## config.mk

```make
export PLATFORM = sky130hd
export DESIGN_NAME = clk_div_controller_flat
export DESIGN_NICKNAME = d
export VERILOG_FILES = /design/src/rtl/clk_div_controller_pkg.sv /design/src/rtl/clk_div_controller_if.sv /design/src/rtl/clk_div_controller_tick_counter.sv /design/src/rtl/clk_div_controller.sv /design/src/flat_wrapper.sv
export SDC_FILE = /design/constraint.sdc
export NUM_CORES = 1
export LEC_CHECK = 0
export ABC_AREA = 1
export CAP_MARGIN = 0
export CORE_MARGIN = 2
export CORE_UTILIZATION = 42
export DETAILED_ROUTE_END_ITERATION = 8
export MAX_ROUTING_LAYER = met4
export PLACE_DENSITY_LB_ADDON = 0.12
export REMOVE_ABC_BUFFERS = 1
export SYNTH_ARGS = -nofsm -noshare
export SYNTH_HDL_FRONTEND = slang
export SYNTH_SLANG_ARGS = --single-unit
```

## constraint.sdc

```tcl
create_clock -name clk -period 2.7 [get_ports clk]
set_input_delay 0.54 -clock clk [delete_from_list [all_inputs] [get_ports clk]]
set_output_delay 0.54 -clock clk [all_outputs]
set_load 0.05 [all_outputs]
```

## src/rtl/clk_div_controller_pkg.sv

```systemverilog
// Shared types and helpers for the clock-enable divider controller.
// Holds the FSM state encoding and the divide-ratio clamp.
package clk_div_pkg;

    typedef enum logic [1:0] {
        IDLE,
        RUN,
        FINISH
    } cdc_state_t;

    localparam int unsigned MIN_DIV = 2;

    // Ratios below MIN_DIV cannot produce a one-cycle pulse with a gap
    function automatic int unsigned clamp_div(input int unsigned d);
        return (d < MIN_DIV) ? MIN_DIV : d;
    endfunction

endpackage

```

## src/rtl/clk_div_controller_if.sv

```systemverilog
// Configuration handshake for the clock-enable divider controller.
// Master offers a divide ratio and tick count; slave accepts when idle.
interface clk_div_controller_if #(
    parameter int CNT_W = 16,
    parameter int NUM_W = 8
);
    logic             cfg_valid;
    logic             cfg_ready;
    logic [CNT_W-1:0] cfg_div;
    logic [NUM_W-1:0] cfg_num;

    modport master (
        output cfg_valid,
        output cfg_div,
        output cfg_num,
        input  cfg_ready
    );

    modport slave (
        input  cfg_valid,
        input  cfg_div,
        input  cfg_num,
        output cfg_ready
    );
endinterface

```

## src/rtl/clk_div_controller_tick_counter.sv

```systemverilog
// Period counter for the divider: counts while enabled, clears on demand.
// wrap is high on the enabled cycle where count == limit-1.
module tick_counter #(
    parameter int W = 16
) (
    input  logic         clk,
    input  logic         reset,
    input  logic         clr,
    input  logic         en,
    input  logic [W-1:0] limit,
    output logic         wrap
);
    logic [W-1:0] count;

    assign wrap = en && (count == limit - W'(1));

    // Count up, returning to zero on the wrap cycle
    always_ff @(posedge clk or negedge reset) begin
        if (!reset) begin
            count <= '0;
        end else if (clr) begin
            count <= '0;
        end else if (en) begin
            count <= wrap ? '0 : count + W'(1);
        end
    end
endmodule

```

## src/rtl/clk_div_controller.sv

```systemverilog
// Clock-enable tick generator: emits tick every div cycles and clk_out
// toggling on each tick; ends with done after num ticks or on stop.
module clk_div_controller
    import clk_div_pkg::*;
#(
    parameter int CNT_W     = 16,
    parameter int NUM_W     = 8,
    parameter int DEF_DIV   = 20,
    parameter int AUTOSTART = 0
) (
    input  logic                clk,
    input  logic                reset,
    clk_div_controller_if.slave cfg,
    input  logic                stop,
    output logic                tick,
    output logic                clk_out,
    output logic                busy,
    output logic                done,
    output logic [NUM_W-1:0]    tick_cnt
);
    cdc_state_t       state;
    logic [CNT_W-1:0] div_q;
    logic [NUM_W-1:0] num_q;
    logic             auto_q;
    logic             auto_go;
    logic             wrap;
    logic [NUM_W-1:0] cnt_nxt;
    logic [CNT_W-1:0] div_in;

    assign auto_go   = (AUTOSTART != 0) && !auto_q;
    assign cfg.cfg_ready = (state == IDLE) && !auto_go;
    assign busy      = (state != IDLE);
    assign cnt_nxt   = tick_cnt + NUM_W'(1);
    assign div_in    = CNT_W'(clamp_div(32'(cfg.cfg_div)));

    tick_counter #(
        .W (CNT_W)
    ) u_cnt (
        .clk   (clk),
        .reset (reset),
        .clr   (state != RUN),
        .en    (state == RUN),
        .limit (div_q),
        .wrap  (wrap)
    );

    // Run sequencing with registered tick, clk_out, done and tick_cnt
    always_ff @(posedge clk or negedge reset) begin
        if (!reset) begin
            state    <= IDLE;
            div_q    <= CNT_W'(MIN_DIV);
            num_q    <= '0;
            auto_q   <= 1'b0;
            tick     <= 1'b0;
            clk_out  <= 1'b0;
            done     <= 1'b0;
            tick_cnt <= '0;
        end else begin
            tick <= 1'b0;
            done <= 1'b0;
            unique case (state)
                IDLE: begin
                    if (auto_go) begin
                        auto_q   <= 1'b1;
                        div_q    <= CNT_W'(clamp_div(DEF_DIV));
                        num_q    <= '0;
                        tick_cnt <= '0;
                        state    <= RUN;
                    end else if (cfg.cfg_valid) begin
                        div_q    <= div_in;
                        num_q    <= cfg.cfg_num;
                        tick_cnt <= '0;
                        state    <= RUN;
                    end
                end
                RUN: begin
                    if (stop) begin
                        state <= FINISH;
                    end else if (wrap) begin
                        tick     <= 1'b1;
                        clk_out  <= ~clk_out;
                        tick_cnt <= cnt_nxt;
                        if (num_q != '0 && cnt_nxt == num_q) begin
                            state <= FINISH;
                        end
                    end
                end
                FINISH: begin
                    done    <= 1'b1;
                    clk_out <= 1'b0;
                    state   <= IDLE;
                end
                default: state <= IDLE;
            endcase
        end
    end
endmodule

```

## src/flat_wrapper.sv

```systemverilog
// flat-port wrapper written by rule: the top's interface ports become plain ports
module clk_div_controller_flat import clk_div_pkg::*;
#(
    parameter int CNT_W     = 16,
    parameter int NUM_W     = 8,
    parameter int DEF_DIV   = 20,
    parameter int AUTOSTART = 0
)
  (clk, reset, stop, tick, clk_out, busy, done, tick_cnt, cfg_cfg_valid, cfg_cfg_div, cfg_cfg_num, cfg_cfg_ready);
  clk_div_controller_if #(.CNT_W(CNT_W), .NUM_W(NUM_W)) cfg_i ();
  input  logic clk;
  input  logic reset;
  input  logic stop;
  output logic tick;
  output logic clk_out;
  output logic busy;
  output logic done;
  output logic [NUM_W-1:0] tick_cnt;
  input wire logic [$bits(cfg_i.cfg_valid)-1:0] cfg_cfg_valid;
  input wire logic [$bits(cfg_i.cfg_div)-1:0] cfg_cfg_div;
  input wire logic [$bits(cfg_i.cfg_num)-1:0] cfg_cfg_num;
  output wire logic [$bits(cfg_i.cfg_ready)-1:0] cfg_cfg_ready;
  assign cfg_i.cfg_valid = cfg_cfg_valid;
  assign cfg_i.cfg_div = cfg_cfg_div;
  assign cfg_i.cfg_num = cfg_cfg_num;
  assign cfg_cfg_ready = cfg_i.cfg_ready;
  clk_div_controller #(.CNT_W(CNT_W), .NUM_W(NUM_W), .DEF_DIV(DEF_DIV), .AUTOSTART(AUTOSTART)) u_core (.clk(clk), .reset(reset), .cfg(cfg_i), .stop(stop), .tick(tick), .clk_out(clk_out), .busy(busy), .done(done), .tick_cnt(tick_cnt));
endmodule
```

==> results.json, run 1 <==
{
  "worst_skew_pair.late_latency_ns": 0.31,
  "route.detailed.drc": 0,
  "grt_pass1_vias": 3074,
  "min_period_ns": 2.28,
  "status": "completed",
  "grt_pass1_wl_mm": 14.9,
  "slew_headroom_pct": 42.1,
  "finalSetupTns_ns": 0,
  "leakage_nw": 2.09,
  "yosysWarnings": 0,
  "overflow": 0,
  "layout_commonest_cell": "nand2_1",
  "start_util_pct": 43.3,
  "rsz0062_at_grt": "no",
  "final_cell_mix": "nand2_1, inv_1, nor2_1",
  "cp-start-kind": "flip-flop",
  "slew_viol_final": 0,
  "cts_tree": "yes",
  "wirelength_mm": 8.88,
  "ios": 41,
  "cts.sinks": 53,
  "drt_iter0_markers": 199,
  "finalHoldViolations": 0,
  "end_kind": "flip-flop",
  "ctsLongestPathBuffers": 2,
  "finalSetupViolations": 0,
  "nets": 596,
  "detail-route-antenna-nets": 0,
  "antenna_cells": 0,
  "track_usage_pct": 21.7,
  "ys_seq_area_share_pct": 37.5,
  "crit_path_top_delay_cell": "dfrtp_1",
  "ys_ff_latch": 53,
  "cap_violations": 0,
  "placed_cell_area_sq_mm": 0.00406,
  "cts_inserted_buffers": 5,
  "maxClockFrequency_mhz": 440,
  "synth_cells": 522,
  "place_congestion": 0.956,
  "fin_cells": 671,
  "critPathTopFamily": "simple AND/OR/NAND/NOR gates",
  "syn_area_sq_mm": 0.00354,
  "fin_hold_ws_ns": 0.338,
  "synthDistinctLibCells": 33,
  "via_per_inst": 4.91,
  "path_cells": "inv_1 -> ha_1 -> nand2_1 -> nor2_1 -> nand2_1 -> xor2_1 -> nand2_1 -> nor2_2 -> nand2_2 -> nand2_2 -> nor2_1",
  "grt_antenna_before_repair": 0,
  "worstMarginPinSlew_ns": 0.869,
  "hold_class": "input pin to asynchronous set/reset pin",
  "path_clk_slew_ns": 0.10,
  "rr_startpoint": "u_core.div_q[0]",
  "wl_per_cell_um": 13.2,
  "finalCritPeriodShare_pct": 84.3,
  "finClkSkew_ns": 0.00661,
  "core-area_sq_mm": 0.00818,
  "cp_common_cell": "nand2_1",
  "arrival_ns": 2.47,
  "die_width_um": 95.8,
  "fp.dieH_um": 95.8,
  "power_mw": 3.04,
  "dp_cells": 663,
  "grt_max_degree": 39,
  "clockRootBuffer": "clkbuf_8",
  "post_cts_buffers": 0,
  "dpl.hpwl_mm": 6.87,
  "path_max_fanout": 14,
  "worstSetupStartpoint": "u_core.div_q[0]",
  "layout-drive-gt1-share_pct": 8.83,
  "worstPathRequired_ns": 2.89,
  "io_buffers": 40,
  "cts_resized": 0,
  "firstDrtPassIters": 5,
  "peakVddDrop_uv": 304,
  "cellPowerDensity_mw_per_mm2": 733,
  "rows": 33,
  "cp_num_buf_inv": 1,
  "stdcell_area_sq_mm": 0.00414,
  "max_stage_delay_ns": 0.40,
  "dr_total_vias": 3297,
  "syn_avg_cell_area_sq_um": 6.78,
  "cts_hold_buf": 0,
  "worstSetupPathType": "flip-flop to flip-flop",
  "dieArea_sq_mm": 0.00917,
  "cts_max_level": 2,
  "synthToLayoutAreaGrowth_pct": 17.1
}
worst reg2reg max path, stage by stage (launching register included):
cell	delay (ns)
dfrtp_1	0.40
inv_1	0.13
ha_1	0.30
nand2_1	0.15
nor2_1	0.17
nand2_1	0.08
xor2_1	0.23
nand2_1	0.10
nor2_2	0.16
nand2_2	0.09
nand2_2	0.24
nor2_1	0.09
where the power goes:
group / switching, mW / internal [mW] / total, mW / leakage [nW]
Sequential: 0.195 / 0.966 / 1.16 / 0.695
Combinational: 0.936 / 0.483 / 1.42 / 1.35
Clock: 0.272 / 0.184 / 0.456 / 0.0374
cells by family (layout without fill, tap and decap cells):
group / after synthesis / count (layout) / synth area share [%]
AOI/OAI and AO/OA: 24 / 24 / 3.54
xor gates and xnor gates: 19 / 19 / 4.70
adders and majority gates: 3 / 3 / 1.06
buffers and inverters: 79 / 123 / 8.63
DFF: 53 / 53 / 37.5
and+or+nand+nor: 344 / 344 / 44.6
cell usage after synthesis:
cell type | n | area [sq um]
xor2_1 | 13 | 114
a22oi_1 | 1 | 7.51
inv_1 | 67 | 251
nand2_4 | 2 | 22.5
nor2_2 | 13 | 81.3
clkinv_1 | 2 | 7.51
o211ai_1 | 1 | 7.51
nor3_1 | 6 | 30.0
nand3b_1 | 4 | 30.0
nand2_1 | 171 | 642
nand3_4 | 1 | 17.5
nor2_4 | 4 | 45.0
a21oi_1 | 4 | 20.0
dfrtp_1 | 52 | 1300
ha_1 | 3 | 37.5
xnor2_1 | 6 | 52.6
o21ai_0 | 17 | 85.1
and3_1 | 1 | 6.26
or2_2 | 1 | 6.26
or2_1 | 1 | 6.26
clkbuf_1 | 6 | 22.5
buf_2 | 1 | 5.00
nand4_1 | 18 | 113
nand2_2 | 10 | 62.6
o21ai_1 | 1 | 5.00
nand3_2 | 3 | 30.0
nor2_8 | 1 | 20.0
nor2_1 | 64 | 240
dfstp_2 | 1 | 26.3
inv_2 | 2 | 7.51
buf_6 | 1 | 11.3
nand3_1 | 41 | 205
nor4_1 | 3 | 18.8
final timing paths:
kind	endpoint	slack, ns	cells after the start
setup reg to reg	u_core.u_cnt.count[11]	0.42	11
hold / removal	u_core.div_q[2]	0.34	1
min in group clk	u_core.div_q[15]	0.51	2
hold reg to reg	u_core.div_q[15]	0.51	2
setup / recovery	u_core.u_cnt.count[11]	0.42	11
max in group asynchronous	u_core.num_q[6]	1.67	2
stage by stage:
| stage | setup WS (ns) | utilization (%) |
|---|---|---|
| after detailed placement | 0.454 | 49.6 |
| after CTS | 0.425 | 50.7 |
| after global routing | 0.119 | 50.7 |
| final | 0.425 | 50.7 |
| after global placement | 0.481 | 49.6 |
| after floorplan | 0.291 | - |
routing by layer:
layer / wire (um) / up-vias / track usage, %
met1: 4600 / 1517 / 31.1
met3: 283 / 7 / 3.29
met5: 0 / - / -
met4: 70 / 0 / 4.05
li1: - / 1717 / -
met2: 3920 / 56 / 32.9
layout make-up:
cell class	instances	area, sq um
inverter	71	267
clock inverter	2	15.0
timing repair buffer	44	425
clock buffer	6	72.6
tap	105	131
sequential	53	1330
multi-input combinational	390	1910
fill	855	4030
sequential cells by signal (all words and copies together) (netlist names):
register / flops
u_core.state: 2
u_core.clk_out: 1
u_core.div_q: 16
u_core.tick: 1
u_core.tick_cnt: 8
u_core.done: 1
u_core.num_q: 8
u_core.u_cnt.count: 16
Note: power is estimated with default switching activity, not from simulation.
==> run 2: changes to the inputs <==
==> constraint.sdc (replaced) <==
create_clock -name clk -period 1.9 [get_ports clk]
set_input_delay 0.38 -clock clk [delete_from_list [all_inputs] [get_ports clk]]
set_output_delay 0.38 -clock clk [all_outputs]
set_load 0.05 [all_outputs]
==> results.json, run 2 (synthesized netlist as in run 1, its figures left out) <==
{
  "worst_skew_pair.late_latency_ns": 0.31,
  "setup_slack_ns": -0.231,
  "path_cells": "inv_2 -> ha_4 -> nand3_2 -> nand2_1 -> nand2_1 -> nand3_1 -> nor2_1 -> nand2_2 -> nor2_4 -> nand3_4 -> nand2_2 -> inv_2 -> nor2_2",
  "layout-drive-gt1-share_pct": 26.7,
  "rsz0062_at_grt": "yes",
  "p_int_mw": 2.78,
  "critPathTopFamily": "simple AND/OR/NAND/NOR gates",
  "cts.sinks": 53,
  "max_stage_delay_ns": 0.56,
  "synthToLayoutAreaGrowth_pct": 35.1,
  "nets": 637,
  "worstMarginPinSlew_ns": 0.529,
  "switching_power_mw": 2.41,
  "wl_per_cell_um": 14.0,
  "grt_max_degree": 36,
  "start_util_pct": 43.3,
  "slew_headroom_pct": 64.6,
  "fin_cells": 712,
  "final_cell_mix": "nand2_1, inv_1, dfrtp_1",
  "r2r_end": "u_core.clk_out",
  "grt_antenna_before_repair": 0,
  "route.detailed.drc": 0,
  "ios": 41,
  "min_period_ns": 2.13,
  "leakage_nw": 2.36,
  "peakVddDrop_uv": 530,
  "firstDrtPassIters": 4,
  "dp_cells": 695,
  "io_buffers": 40,
  "die_width_um": 95.8,
  "arrival_ns": 2.38,
  "finalSetupViolations": 27,
  "fill_cells": 792,
  "reg2reg_depth": 13,
  "via_per_inst": 5.01,
  "ctsLongestPathBuffers": 2,
  "cts_inserted_buffers": 5,
  "finalSetupTns_ns": -5.12,
  "layout_commonest_cell": "nand2_1",
  "rrSetupSlack_ns": -0.23,
  "antenna_cells": 0,
  "drt_iter0_markers": 184,
  "finalHoldViolations": 0,
  "finalCritPeriodShare_pct": 112,
  "finClkSkew_ns": 0.00638,
  "cts_tree": "yes",
  "detail-route-antenna-nets": 0,
  "worstSetupPathType": "flip-flop to flip-flop",
  "clockRootBuffer": "clkbuf_8",
  "status": "complete, but fails checks",
  "core-area_sq_mm": 0.00818,
  "clockPowerShare_pct": 12.9,
  "crit_path_top_delay_cell": "dfstp_2",
  "maxClockFrequency_mhz": 469,
  "grt_pass1_vias": 3458,
  "rows": 33,
  "track_usage_pct": 24.1,
  "worstPathRequired_ns": 2.15,
  "swShare_pct": 46.4,
  "cts_hold_buf": 0,
  "slew_viol_final": 0,
  "cts_max_level": 2,
  "dieArea_sq_mm": 0.00917,
  "wirelength_mm": 9.97,
  "cellPowerDensity_mw_per_mm2": 1090,
  "combPwrFrac_pct": 55.5,
  "seqPwrFrac_pct": 31.7,
  "reg.largest.list": "u_core.div_q: 16 flops, u_core.u_cnt.count: 16 flops",
  "cp-start-kind": "flip-flop",
  "fp.dieH_um": 95.8,
  "dpl.hpwl_mm": 7.37,
  "cap_violations": 0,
  "dr_total_vias": 3564,
  "hold_class": "input pin to asynchronous set/reset pin",
  "place_congestion": 0.862,
  "violations": "negative setup slack",
  "path_clk_slew_ns": 0.11,
  "grt_pass1_wl_mm": 16.6,
  "path_max_fanout": 7,
  "cp_num_buf_inv": 2,
  "rr_startpoint": "u_core.div_q[1]",
  "end_kind": "flip-flop",
  "overflow": 0
}
-- run 2: worst max path at each step --
| stage | start | end | slack [ns] | depth (start not counted) |
|---|---|---|---|---|
| floorplan | u_core.state[1] | u_core.div_q[0] | -0.51 | 5 |
| global placement | u_core.div_q[0] | u_core.u_cnt.count[14] | -0.32 | 14 |
| detailed placement | u_core.div_q[0] | u_core.u_cnt.count[14] | -0.38 | 14 |
| CTS | u_core.div_q[1] | u_core.u_cnt.count[2] | -0.19 | 13 |
| global route | u_core.div_q[3] | u_core.clk_out | -0.37 | 13 |
| finish | u_core.div_q[1] | u_core.clk_out | -0.23 | 13 |
-- run 2: final cells by class --
type / instances / area (sq um) / area share (%)
multi-input combinational: 392 / 2250 / 47.1
sequential: 53 / 1330 / 27.8
timing repair buffer: 83 / 714 / 14.9
inverter: 71 / 267 / 5.57
tap: 105 / 131 / 2.75
clock buffer: 6 / 72.6 / 1.52
clock inverter: 2 / 15.0 / 0.314
-- run 2: through the flow --
stage               instance area, sq um  worst slack (ns)  hold WS, ns  power [mW]  utilization [%]
floorplan                           3500            -0.509       0.0844        3.11                -
global placement                    4280            -0.324        0.367        3.94             52.4
detailed placement                  4280            -0.380        0.370        3.97             52.4
CTS                                 4520            -0.188       0.0220        4.85             55.3
global route                        4780            -0.372       0.0393        5.62             58.5
finish                              4780            -0.231       0.0130        5.20             58.5
-- run 2: timing repair --
action,CTS,global route
pin swaps,14,36
gates cloned,1,1
setup buffers,3,4
gates resized for setup,29,56
endpoints found under the setup margin,28,28
-- run 2: worst reg2reg max path, cell delays in order (launching register included) --
cell and delay, ns:
dfstp_2 0.56, inv_2 0.05, ha_4 0.19, nand3_2 0.13
nand2_1 0.07, nand2_1 0.12, nand3_1 0.13, nor2_1 0.18
nand2_2 0.09, nor2_4 0.20, nand3_4 0.15, nand2_2 0.11
inv_2 0.03, nor2_2 0.06
-- run 2: power groups by stage --
stage	Combinational, mW	Sequential [mW]	Clock [mW]
6_report	2.88	1.64	0.669
5_1_grt	3.21	1.68	0.728
4_1_cts	2.53	1.63	0.697
3_5_place_dp	2.33	1.64	0
3_3_place_gp	2.30	1.64	0
2_1_floorplan	1.50	1.61	0
-- run 2: layer usage --
metal,GRT usage [%],part of all wire [%],vias to the layer above
li1,-,-,1803
met1,33.3,50,1675
met2,37.6,45,76
met3,2.98,3.6,10
met4,6.07,1.3,0
met5,-,0,-
